==> src/rtl/pipe_hazard_ctrl_if.sv <==
// Hazard-controller bundle: ID-stage decoder fields and pipeline sequencing controls.
// The pipeline side uses master, the hazard controller uses slave.
interface pipe_hazard_ctrl_if #(
    parameter int NUM_REGS = 32,
    parameter int REG_SEL  = $clog2(NUM_REGS)
);
    logic               id_valid;
    logic [REG_SEL-1:0] id_rs1;
    logic [REG_SEL-1:0] id_rs2;
    logic [REG_SEL-1:0] id_rd;
    logic               id_reg_write;
    logic               id_mem_read;
    logic               ex_taken;
    logic               mem_busy;

    logic               pc_en;
    logic               if_id_en;
    logic               if_id_flush;
    logic               id_ex_flush;
    logic               ex_mem_en;
    logic [1:0]         fwd_a;
    logic [1:0]         fwd_b;

    modport master (
        output id_valid, id_rs1, id_rs2, id_rd, id_reg_write, id_mem_read, ex_taken, mem_busy,
        input  pc_en, if_id_en, if_id_flush, id_ex_flush, ex_mem_en, fwd_a, fwd_b
    );

    modport slave (
        input  id_valid, id_rs1, id_rs2, id_rd, id_reg_write, id_mem_read, ex_taken, mem_busy,
        output pc_en, if_id_en, if_id_flush, id_ex_flush, ex_mem_en, fwd_a, fwd_b
    );
endinterface

==> src/rtl/pipe_hazard_ctrl.sv <==
// Pipeline hazard controller: shadow EX/MEM/WB usage fields, stall/flush sequencing, ALU forwarding.
// Define PIPE_HAZARD_PERF_EN to add the perf_stall_cnt / perf_flush_cnt counters.
module pipe_hazard_ctrl #(
    parameter int NUM_REGS = 32,
    parameter int REG_SEL  = $clog2(NUM_REGS)
) (
    input  logic clk,
    input  logic rst_n,
    pipe_hazard_ctrl_if.slave bus
`ifdef PIPE_HAZARD_PERF_EN
    ,
    output logic [31:0] perf_stall_cnt,
    output logic [31:0] perf_flush_cnt
`endif
);

    typedef struct packed {
        logic               valid;
        logic [REG_SEL-1:0] rs1;
        logic [REG_SEL-1:0] rs2;
        logic [REG_SEL-1:0] rd;
        logic               rw;
        logic               mr;
    } ex_stage_t;

    typedef struct packed {
        logic               valid;
        logic [REG_SEL-1:0] rd;
        logic               rw;
        logic               mr;
    } mem_stage_t;

    typedef struct packed {
        logic               valid;
        logic [REG_SEL-1:0] rd;
        logic               rw;
    } wb_stage_t;

    ex_stage_t  ex_q,  ex_d;
    mem_stage_t mem_q, mem_d;
    wb_stage_t  wb_q,  wb_d;
    logic       load_use;

    // Loads are excluded from EX/MEM forwarding: their data only exists from MEM/WB on.
    function automatic logic [1:0] fwd_sel(input logic [REG_SEL-1:0] rs,
                                           input mem_stage_t m, input wb_stage_t w);
        if (m.valid && m.rw && !m.mr && (m.rd != '0) && (m.rd == rs))
            return 2'b01;
        else if (w.valid && w.rw && (w.rd != '0) && (w.rd == rs))
            return 2'b10;
        else
            return 2'b00;
    endfunction

    assign load_use = bus.id_valid & ex_q.valid & ex_q.mr & (ex_q.rd != '0) &
                      ((ex_q.rd == bus.id_rs1) | (ex_q.rd == bus.id_rs2));

    always_ff @(posedge clk) begin
        if (!rst_n) begin
            ex_q  <= '0;
            mem_q <= '0;
            wb_q  <= '0;
        end else begin
            ex_q  <= ex_d;
            mem_q <= mem_d;
            wb_q  <= wb_d;
        end
    end

    always_comb begin
        ex_d  = ex_q;
        mem_d = mem_q;
        wb_d  = wb_q;
        if (bus.ex_mem_en) begin
            wb_d.valid  = mem_q.valid;
            wb_d.rd     = mem_q.rd;
            wb_d.rw     = mem_q.rw;
            mem_d.valid = ex_q.valid;
            mem_d.rd    = ex_q.rd;
            mem_d.rw    = ex_q.rw;
            mem_d.mr    = ex_q.mr;
            if (bus.id_ex_flush) begin
                ex_d = '0;
            end else begin
                ex_d.valid = bus.id_valid;
                ex_d.rs1   = bus.id_rs1;
                ex_d.rs2   = bus.id_rs2;
                ex_d.rd    = bus.id_rd;
                ex_d.rw    = bus.id_reg_write;
                ex_d.mr    = bus.id_mem_read;
            end
        end
    end

    // Priority: reset, memory wait, taken redirect, load-use bubble, free-run.
    always_comb begin
        bus.pc_en       = 1'b1;
        bus.if_id_en    = 1'b1;
        bus.if_id_flush = 1'b0;
        bus.id_ex_flush = 1'b0;
        bus.ex_mem_en   = 1'b1;
        bus.fwd_a       = 2'b00;
        bus.fwd_b       = 2'b00;
        if (!rst_n) begin
            bus.pc_en       = 1'b0;
            bus.if_id_en    = 1'b0;
            bus.if_id_flush = 1'b1;
            bus.id_ex_flush = 1'b1;
        end else begin
            bus.fwd_a = fwd_sel(ex_q.rs1, mem_q, wb_q);
            bus.fwd_b = fwd_sel(ex_q.rs2, mem_q, wb_q);
            if (bus.mem_busy) begin
                bus.pc_en     = 1'b0;
                bus.if_id_en  = 1'b0;
                bus.ex_mem_en = 1'b0;
            end else if (bus.ex_taken) begin
                bus.if_id_flush = 1'b1;
                bus.id_ex_flush = 1'b1;
            end else if (load_use) begin
                bus.pc_en       = 1'b0;
                bus.if_id_en    = 1'b0;
                bus.id_ex_flush = 1'b1;
            end
        end
    end

`ifdef PIPE_HAZARD_PERF_EN
    logic [31:0] stall_cnt_q, stall_cnt_d;
    logic [31:0] flush_cnt_q, flush_cnt_d;

    always_ff @(posedge clk) begin
        if (!rst_n) begin
            stall_cnt_q <= '0;
            flush_cnt_q <= '0;
        end else begin
            stall_cnt_q <= stall_cnt_d;
            flush_cnt_q <= flush_cnt_d;
        end
    end

    always_comb begin
        stall_cnt_d = stall_cnt_q;
        flush_cnt_d = flush_cnt_q;
        if (bus.mem_busy || (load_use && !bus.ex_taken))
            stall_cnt_d = stall_cnt_q + 32'd1;
        if (bus.ex_taken && !bus.mem_busy)
            flush_cnt_d = flush_cnt_q + 32'd1;
    end

    assign perf_stall_cnt = stall_cnt_q;
    assign perf_flush_cnt = flush_cnt_q;
`endif

endmodule
==> src/flat_wrapper.sv <==
// flat-port wrapper written by rule: the top's interface ports become plain ports
module pipe_hazard_ctrl_flat 
#(
    parameter int NUM_REGS = 32,
    parameter int REG_SEL  = $clog2(NUM_REGS)
)
  (clk, rst_n, bus_id_valid, bus_id_rs1, bus_id_rs2, bus_id_rd, bus_id_reg_write, bus_id_mem_read, bus_ex_taken, bus_mem_busy, bus_pc_en, bus_if_id_en, bus_if_id_flush, bus_id_ex_flush, bus_ex_mem_en, bus_fwd_a, bus_fwd_b);
  pipe_hazard_ctrl_if #(.NUM_REGS(NUM_REGS), .REG_SEL(REG_SEL)) bus_i ();
  input  logic clk;
  input  logic rst_n;
  input wire logic [$bits(bus_i.id_valid)-1:0] bus_id_valid;
  input wire logic [$bits(bus_i.id_rs1)-1:0] bus_id_rs1;
  input wire logic [$bits(bus_i.id_rs2)-1:0] bus_id_rs2;
  input wire logic [$bits(bus_i.id_rd)-1:0] bus_id_rd;
  input wire logic [$bits(bus_i.id_reg_write)-1:0] bus_id_reg_write;
  input wire logic [$bits(bus_i.id_mem_read)-1:0] bus_id_mem_read;
  input wire logic [$bits(bus_i.ex_taken)-1:0] bus_ex_taken;
  input wire logic [$bits(bus_i.mem_busy)-1:0] bus_mem_busy;
  output wire logic [$bits(bus_i.pc_en)-1:0] bus_pc_en;
  output wire logic [$bits(bus_i.if_id_en)-1:0] bus_if_id_en;
  output wire logic [$bits(bus_i.if_id_flush)-1:0] bus_if_id_flush;
  output wire logic [$bits(bus_i.id_ex_flush)-1:0] bus_id_ex_flush;
  output wire logic [$bits(bus_i.ex_mem_en)-1:0] bus_ex_mem_en;
  output wire logic [$bits(bus_i.fwd_a)-1:0] bus_fwd_a;
  output wire logic [$bits(bus_i.fwd_b)-1:0] bus_fwd_b;
  assign bus_i.id_valid = bus_id_valid;
  assign bus_i.id_rs1 = bus_id_rs1;
  assign bus_i.id_rs2 = bus_id_rs2;
  assign bus_i.id_rd = bus_id_rd;
  assign bus_i.id_reg_write = bus_id_reg_write;
  assign bus_i.id_mem_read = bus_id_mem_read;
  assign bus_i.ex_taken = bus_ex_taken;
  assign bus_i.mem_busy = bus_mem_busy;
  assign bus_pc_en = bus_i.pc_en;
  assign bus_if_id_en = bus_i.if_id_en;
  assign bus_if_id_flush = bus_i.if_id_flush;
  assign bus_id_ex_flush = bus_i.id_ex_flush;
  assign bus_ex_mem_en = bus_i.ex_mem_en;
  assign bus_fwd_a = bus_i.fwd_a;
  assign bus_fwd_b = bus_i.fwd_b;
  pipe_hazard_ctrl #(.NUM_REGS(NUM_REGS), .REG_SEL(REG_SEL)) u_core (.clk(clk), .rst_n(rst_n), .bus(bus_i));
endmodule
==> config.mk <==
export PLATFORM = sky130hd
export DESIGN_NAME = pipe_hazard_ctrl_flat
export DESIGN_NICKNAME = d
export VERILOG_FILES = /design/src/rtl/pipe_hazard_ctrl_if.sv /design/src/rtl/pipe_hazard_ctrl.sv /design/src/flat_wrapper.sv
export SDC_FILE = /design/constraint.sdc
export NUM_CORES = 1
export LEC_CHECK = 0
export BUFFER_PORTS_ARGS = -buffer_cell sky130_fd_sc_hd__buf_4
export CELL_PAD_IN_SITES_DETAIL_PLACEMENT = 1
export CELL_PAD_IN_SITES_GLOBAL_PLACEMENT = 1
export CORE_ASPECT_RATIO = 1.4
export CORE_MARGIN = 4
export CORE_UTILIZATION = 45
export DETAILED_ROUTE_END_ITERATION = 8
export GPL_TIMING_DRIVEN = 0
export PLACE_DENSITY = 0.94
export SETUP_SLACK_MARGIN = 0.02
export SLEW_MARGIN = 20
export SYNTH_ARGS = -nofsm -noshare
export SYNTH_HDL_FRONTEND = slang
export SYNTH_SLANG_ARGS = --single-unit
==> constraint.sdc <==
create_clock -name clk -period 3.72 [get_ports clk]
set_clock_uncertainty 0.2 [all_clocks]
set_input_delay 0.744 -clock clk [delete_from_list [all_inputs] [get_ports clk]]
set_output_delay 0.744 -clock clk [all_outputs]
set_load 0.01 [all_outputs]
# Word-level counts from Yosys, hierarchy flattened
# Cells that the tools add are included.
[word_totals]
regBits = 33
wordCells = 57
[op_classes]
eq_ne = 6
mux = 20
n_bitwise = 5
n_reduce_logical = 13
[ops]
columns = ["op", "count"]
rows = [
  ["$eq A5 B5 Y1", 6],
  ["$mux W18", 1],
  ["$reduce_bool A5 Y1", 3],
  ["$mux W1", 13],
  ["$mux W2", 6],
  ["$logic_and A1 B1 Y1", 9],
  ["$and A1 B1 Y1", 4],
  ["$logic_not A1 Y1", 1],
  ["$or A1 B1 Y1", 1],
]

# Depth between registers and ports, before layout
[logic_depth]
word_depth = 9
depth_mapped = 6
depth_no_buf = 4

# Worst setup path after synthesis
# OpenSTA, ideal clock, no wires.
[synth_timing]
path_type = "input to output"
startpoint = "input bus_id_rs1[4]"
endpoint = "output bus_pc_en"
arrival_ns = 1.705
required_time_ns = 2.776
path_slack_ns = 1.071
stages = 6
n_path_buf = 2
cell_sequence = "xnor2_1 > nand3_1 > o22ai_1 > clkbuf_1 > a21oi_2 > buf_4"
[synth_via]
elab_chain_cells = 7
[synth_lines]
columns = ["item", "line_no", "text"]
rows = [
  ["start: declaration", "flat_wrapper.sv:12", "input wire logic [$bits(bus_i.id_rs1)-1:0] bus_id_rs1;"],
  ["$eq A5 B5 Y1", "pipe_hazard_ctrl.sv:56", "((ex_q.rd == bus.id_rs1) | (ex_q.rd == bus.id_rs2));"],
  ["$or A1 B1 Y1", "pipe_hazard_ctrl.sv:56", ""],
  ["$and A1 B1 Y1", "pipe_hazard_ctrl.sv:55", "assign load_use = bus.id_valid & ex_q.valid & ex_q.mr & (ex_q.rd != '0) &"],
  ["$mux W1 (4 in a row)", "n/a", ""],
  ["end: declaration", "flat_wrapper.sv:19", "output wire logic [$bits(bus_i.pc_en)-1:0] bus_pc_en;"],
]
# Every way passes these cells.

# Worst setup path after layout
[layout_timing]
startpoint = "input bus_id_rs1[1]"
endpoint = "output bus_pc_en"
[layout_via]
elab_chain_cells = 7
[layout_lines]
columns = ["item", "line_no", "text"]
rows = [
  ["$eq A5 B5 Y1", "pipe_hazard_ctrl.sv:56", ""],
  ["$or A1 B1 Y1", "pipe_hazard_ctrl.sv:56", ""],
  ["$and A1 B1 Y1", "pipe_hazard_ctrl.sv:55", ""],
  ["$mux W1", "pipe_hazard_ctrl.sv:119", "end else if (load_use) begin"],
  ["$mux W1", "pipe_hazard_ctrl.sv:116", "end else if (bus.ex_taken) begin"],
  ["$mux W1", "pipe_hazard_ctrl.sv:112", "if (bus.mem_busy) begin"],
  ["$mux W1", "pipe_hazard_ctrl.sv:104", "if (!rst_n) begin"],
]
# Every way passes these cells.

==> flow_summary.ini <==
[global_routing]
antenna_found_initial = 0
grt_max_degree = 12
grt_pass1_wl_um = 9466
overflow = 0
grt_pass1_vias = 1816
gr-usage-all-layers = 0.2599

[floorplanning]
initial_core_util = 0.4789
die_w_um = 61.33
die_h_um = 82.66
rows = 26
io_pins = 31
dieArea_um2 = 5070
core-area_um2 = 3741

[yosys]
yosysUniqueCellTypes = 28
yosysSeqAreaShare = 0.3687
ys_ff_latch = 33
syn_area_um2 = 1792
synth_area_leaders = dfxtp_1 37%, xnor2_1 11%, a32oi_1 8.8%, mux2i_1 8.4%, nor2b_1 5.2%
post-synth-top-count-cell = dfxtp_1
synth_top_area_cell = dfxtp_1
yosys-top-cells-count = 33 x dfxtp_1, 22 x xnor2_1, 20 x nand2_1, 18 x a32oi_1, 18 x o21ai_1
synth_fp_nets = 217
synth_edf_count = 0
ys_async_sr_fraction = 0
ys.flop_type = dfxtp_1
syn_inst = 195
yosysWarnings = 0
netlist.area_leader.share = 0.3687
synth_area_per_cell_um2 = 9.188

[status]
status = finished, final reports clean

[place]
portBuffers = 29
gp_congestion = 0.8463
dpl_cell_area_um2 = 2062
hpwl_um = 3962

[sta]
setup_tns_ns = 0
fmax_mhz = 300.7
worstMarginPinSlew_ns = 0.5665
maxSlewViolCount = 0
finalHoldViolCount = 0
rsz0062_at_grt = false
setup_violations = 0
fin_hold_ws_ns = 0.3415
maxSlewHeadroom = 0.6223
finalCritPeriodShare = 0.8940
period_needed_ns = 3.326

[setup_path]
startpoint_type = primary input
crit_slowest_cell = clkbuf_1
crit_path_frequent_cell = buf_4
worstPathRequired_ns = 2.78
r2r-end = u_core.ex_q[9]
critical_path_arrival_ns = 2.38
cp-end-kind = output port
critPathMaxStageDelay_ns = 0.47
reg2regPathDepth = 5
crit_type = in -> out
timing.rr.start = u_core.ex_q[3]
critical_path.cell_chain = buf_4, xnor2_1, nand2_1, o22ai_1, clkbuf_1, a21oi_2, buf_4, buf_4
cp-startpoint = bus_id_rs1[1]
endpoint = bus_pc_en
crit_fanout = 10
reg2reg_setup_slack_ns = 1.68

[run]
cap_viol_max_count = 0

[routing]
wl_met1_um = 2342
wl_per_cell_um = 21.92
drtIter0Drc = 70
routed_wl_um = 6007
wl_met3_um = 226
vias = 1673
ant_nets = 0
routed_via_density = 6.106
drc = 0
dr_wl_met2_um = 3278
drtPass1Iterations = 4
highest_layer = met4

[final_layout]
multi_input_area_um2 = 1042
nNetsFinal = 253
area_growth_pct = 21.79
final_core_util = 0.5833
fill_cells = 437
diodes = 0
seqCellArea_um2 = 660.6
drive_above_1_share = 0.2198
fin_area_um2 = 2182

[clock_tree]
clkTransAtPathRegs_ns = 0.07
clkLatencyLatePin_ns = 0.29
holdBufCountCts = 0
clock_path_buffers = 2
cts_root_buf = clkbuf_8
cts.sinks = 33
htree_num_levels = 2
numCtsBuffers = 5
cts_tree = built
post_cts_resized = 0
cts_setup_buffers = 0

[pwr]
leakage_nw = 0.8401
peakVddDrop_mv = 0.2688
power.density_nw_per_um2 = 414.5

[worst_hold_path]
holdCritPathClass = reg -> reg
through the flow:
step | setup slack, ns | power, mW | instances
3_3_place_gp | 0.6423 | 0.5317 | 266
6_report | 0.3943 | 0.9045 | 274
3_5_place_dp | 0.5923 | 0.5397 | 266
5_1_grt | 0.3095 | 0.9389 | 274
2_1_floorplan | 1.071 | 0.4841 | 195
4_1_cts | 0.4532 | 0.9036 | 274
worst min-delay path by stage:
stage | endpoint | cells after the start | from | slack, ns
final | u_core.wb_q[6] | 2 | u_core.wb_q[6] | 0.34
after global routing | u_core.mem_q[0] | 2 | u_core.mem_q[0] | 0.38
after CTS | u_core.wb_q[6] | 2 | u_core.wb_q[6] | 0.35
after detailed placement | u_core.ex_q[0] | 2 | u_core.ex_q[0] | 0.32
after global placement | u_core.ex_q[1] | 2 | u_core.ex_q[1] | 0.29
after floorplan | u_core.ex_q[1] | 2 | u_core.ex_q[1] | 0.24
per-layer routing:
metal  track usage  vias to the layer above
met4       0.08917                        0
met3       0.04510                       18
met1        0.2975                      828
li1              -                      770
met5             0                        -
met2        0.4725                       57
sequential cells by signal (all words and copies together), names as in the netlist:
register / count
u_core.wb_q: 7
u_core.ex_q: 18
u_core.mem_q: 8
logic make-up (layout without fill, tap and decap cells):
kind of cell | Yosys count | in the layout | share of synthesized area
AOI/OAI and AO/OA | 43 | 43 | 0.1732
xor gates and xnor gates | 30 | 30 | 0.1466
buffers and inverters | 17 | 54 | 0.04958
DFF | 33 | 33 | 0.3687
muxes | 15 | 15 | 0.08380
and+or+nand+nor | 57 | 57 | 0.1781
critical path, delay by kind of cell:
| family | cells | cell delay (ns) |
|---|---|---|
| AO/OA/AOI/OAI | 2 | 0.32 |
| XOR/XNOR | 1 | 0.30 |
| buffers and inverters | 4 | 0.89 |
| AND/OR/NAND/NOR | 1 | 0.11 |
placed cells by master (no fill, tap or decap), types with 2 or more instances in the layout:
cell        n
o2111ai_2   2
clkbuf_1    8
dfxtp_1    33
nor2_1      3
nand4_1     2
nor2b_1    15
buf_4      31
nand2_1    20
buf_2       2
mux2i_1    15
inv_1       3
xnor2_1    22
nor4_2      4
buf_6       2
clkbuf_8    6
nand3_1     5
and2_1      3
xor2_1      8
o21ai_1    18
or4_1       2
a32oi_1    18
layout make-up:
cell class,count,share of cell area
buffer,14,0.03555
clock buffer,6,0.03784
clock inverter,2,0.01720
inverter,3,0.005161
multi-input combinational,145,0.4776
sequential,33,0.3028
tap,42,0.02408
timing repair buffer,29,0.09977
power breakdown:
part | switching, mW | internal [mW] | leakage (nW)
Clock | 0.145 | 0.218 | 0.0574
Sequential | 0.0307 | 0.373 | 0.270
Combinational | 0.0718 | 0.0662 | 0.513
Total | 0.248 | 0.657 | 0.840
Power figures use the tool's default switching activity.
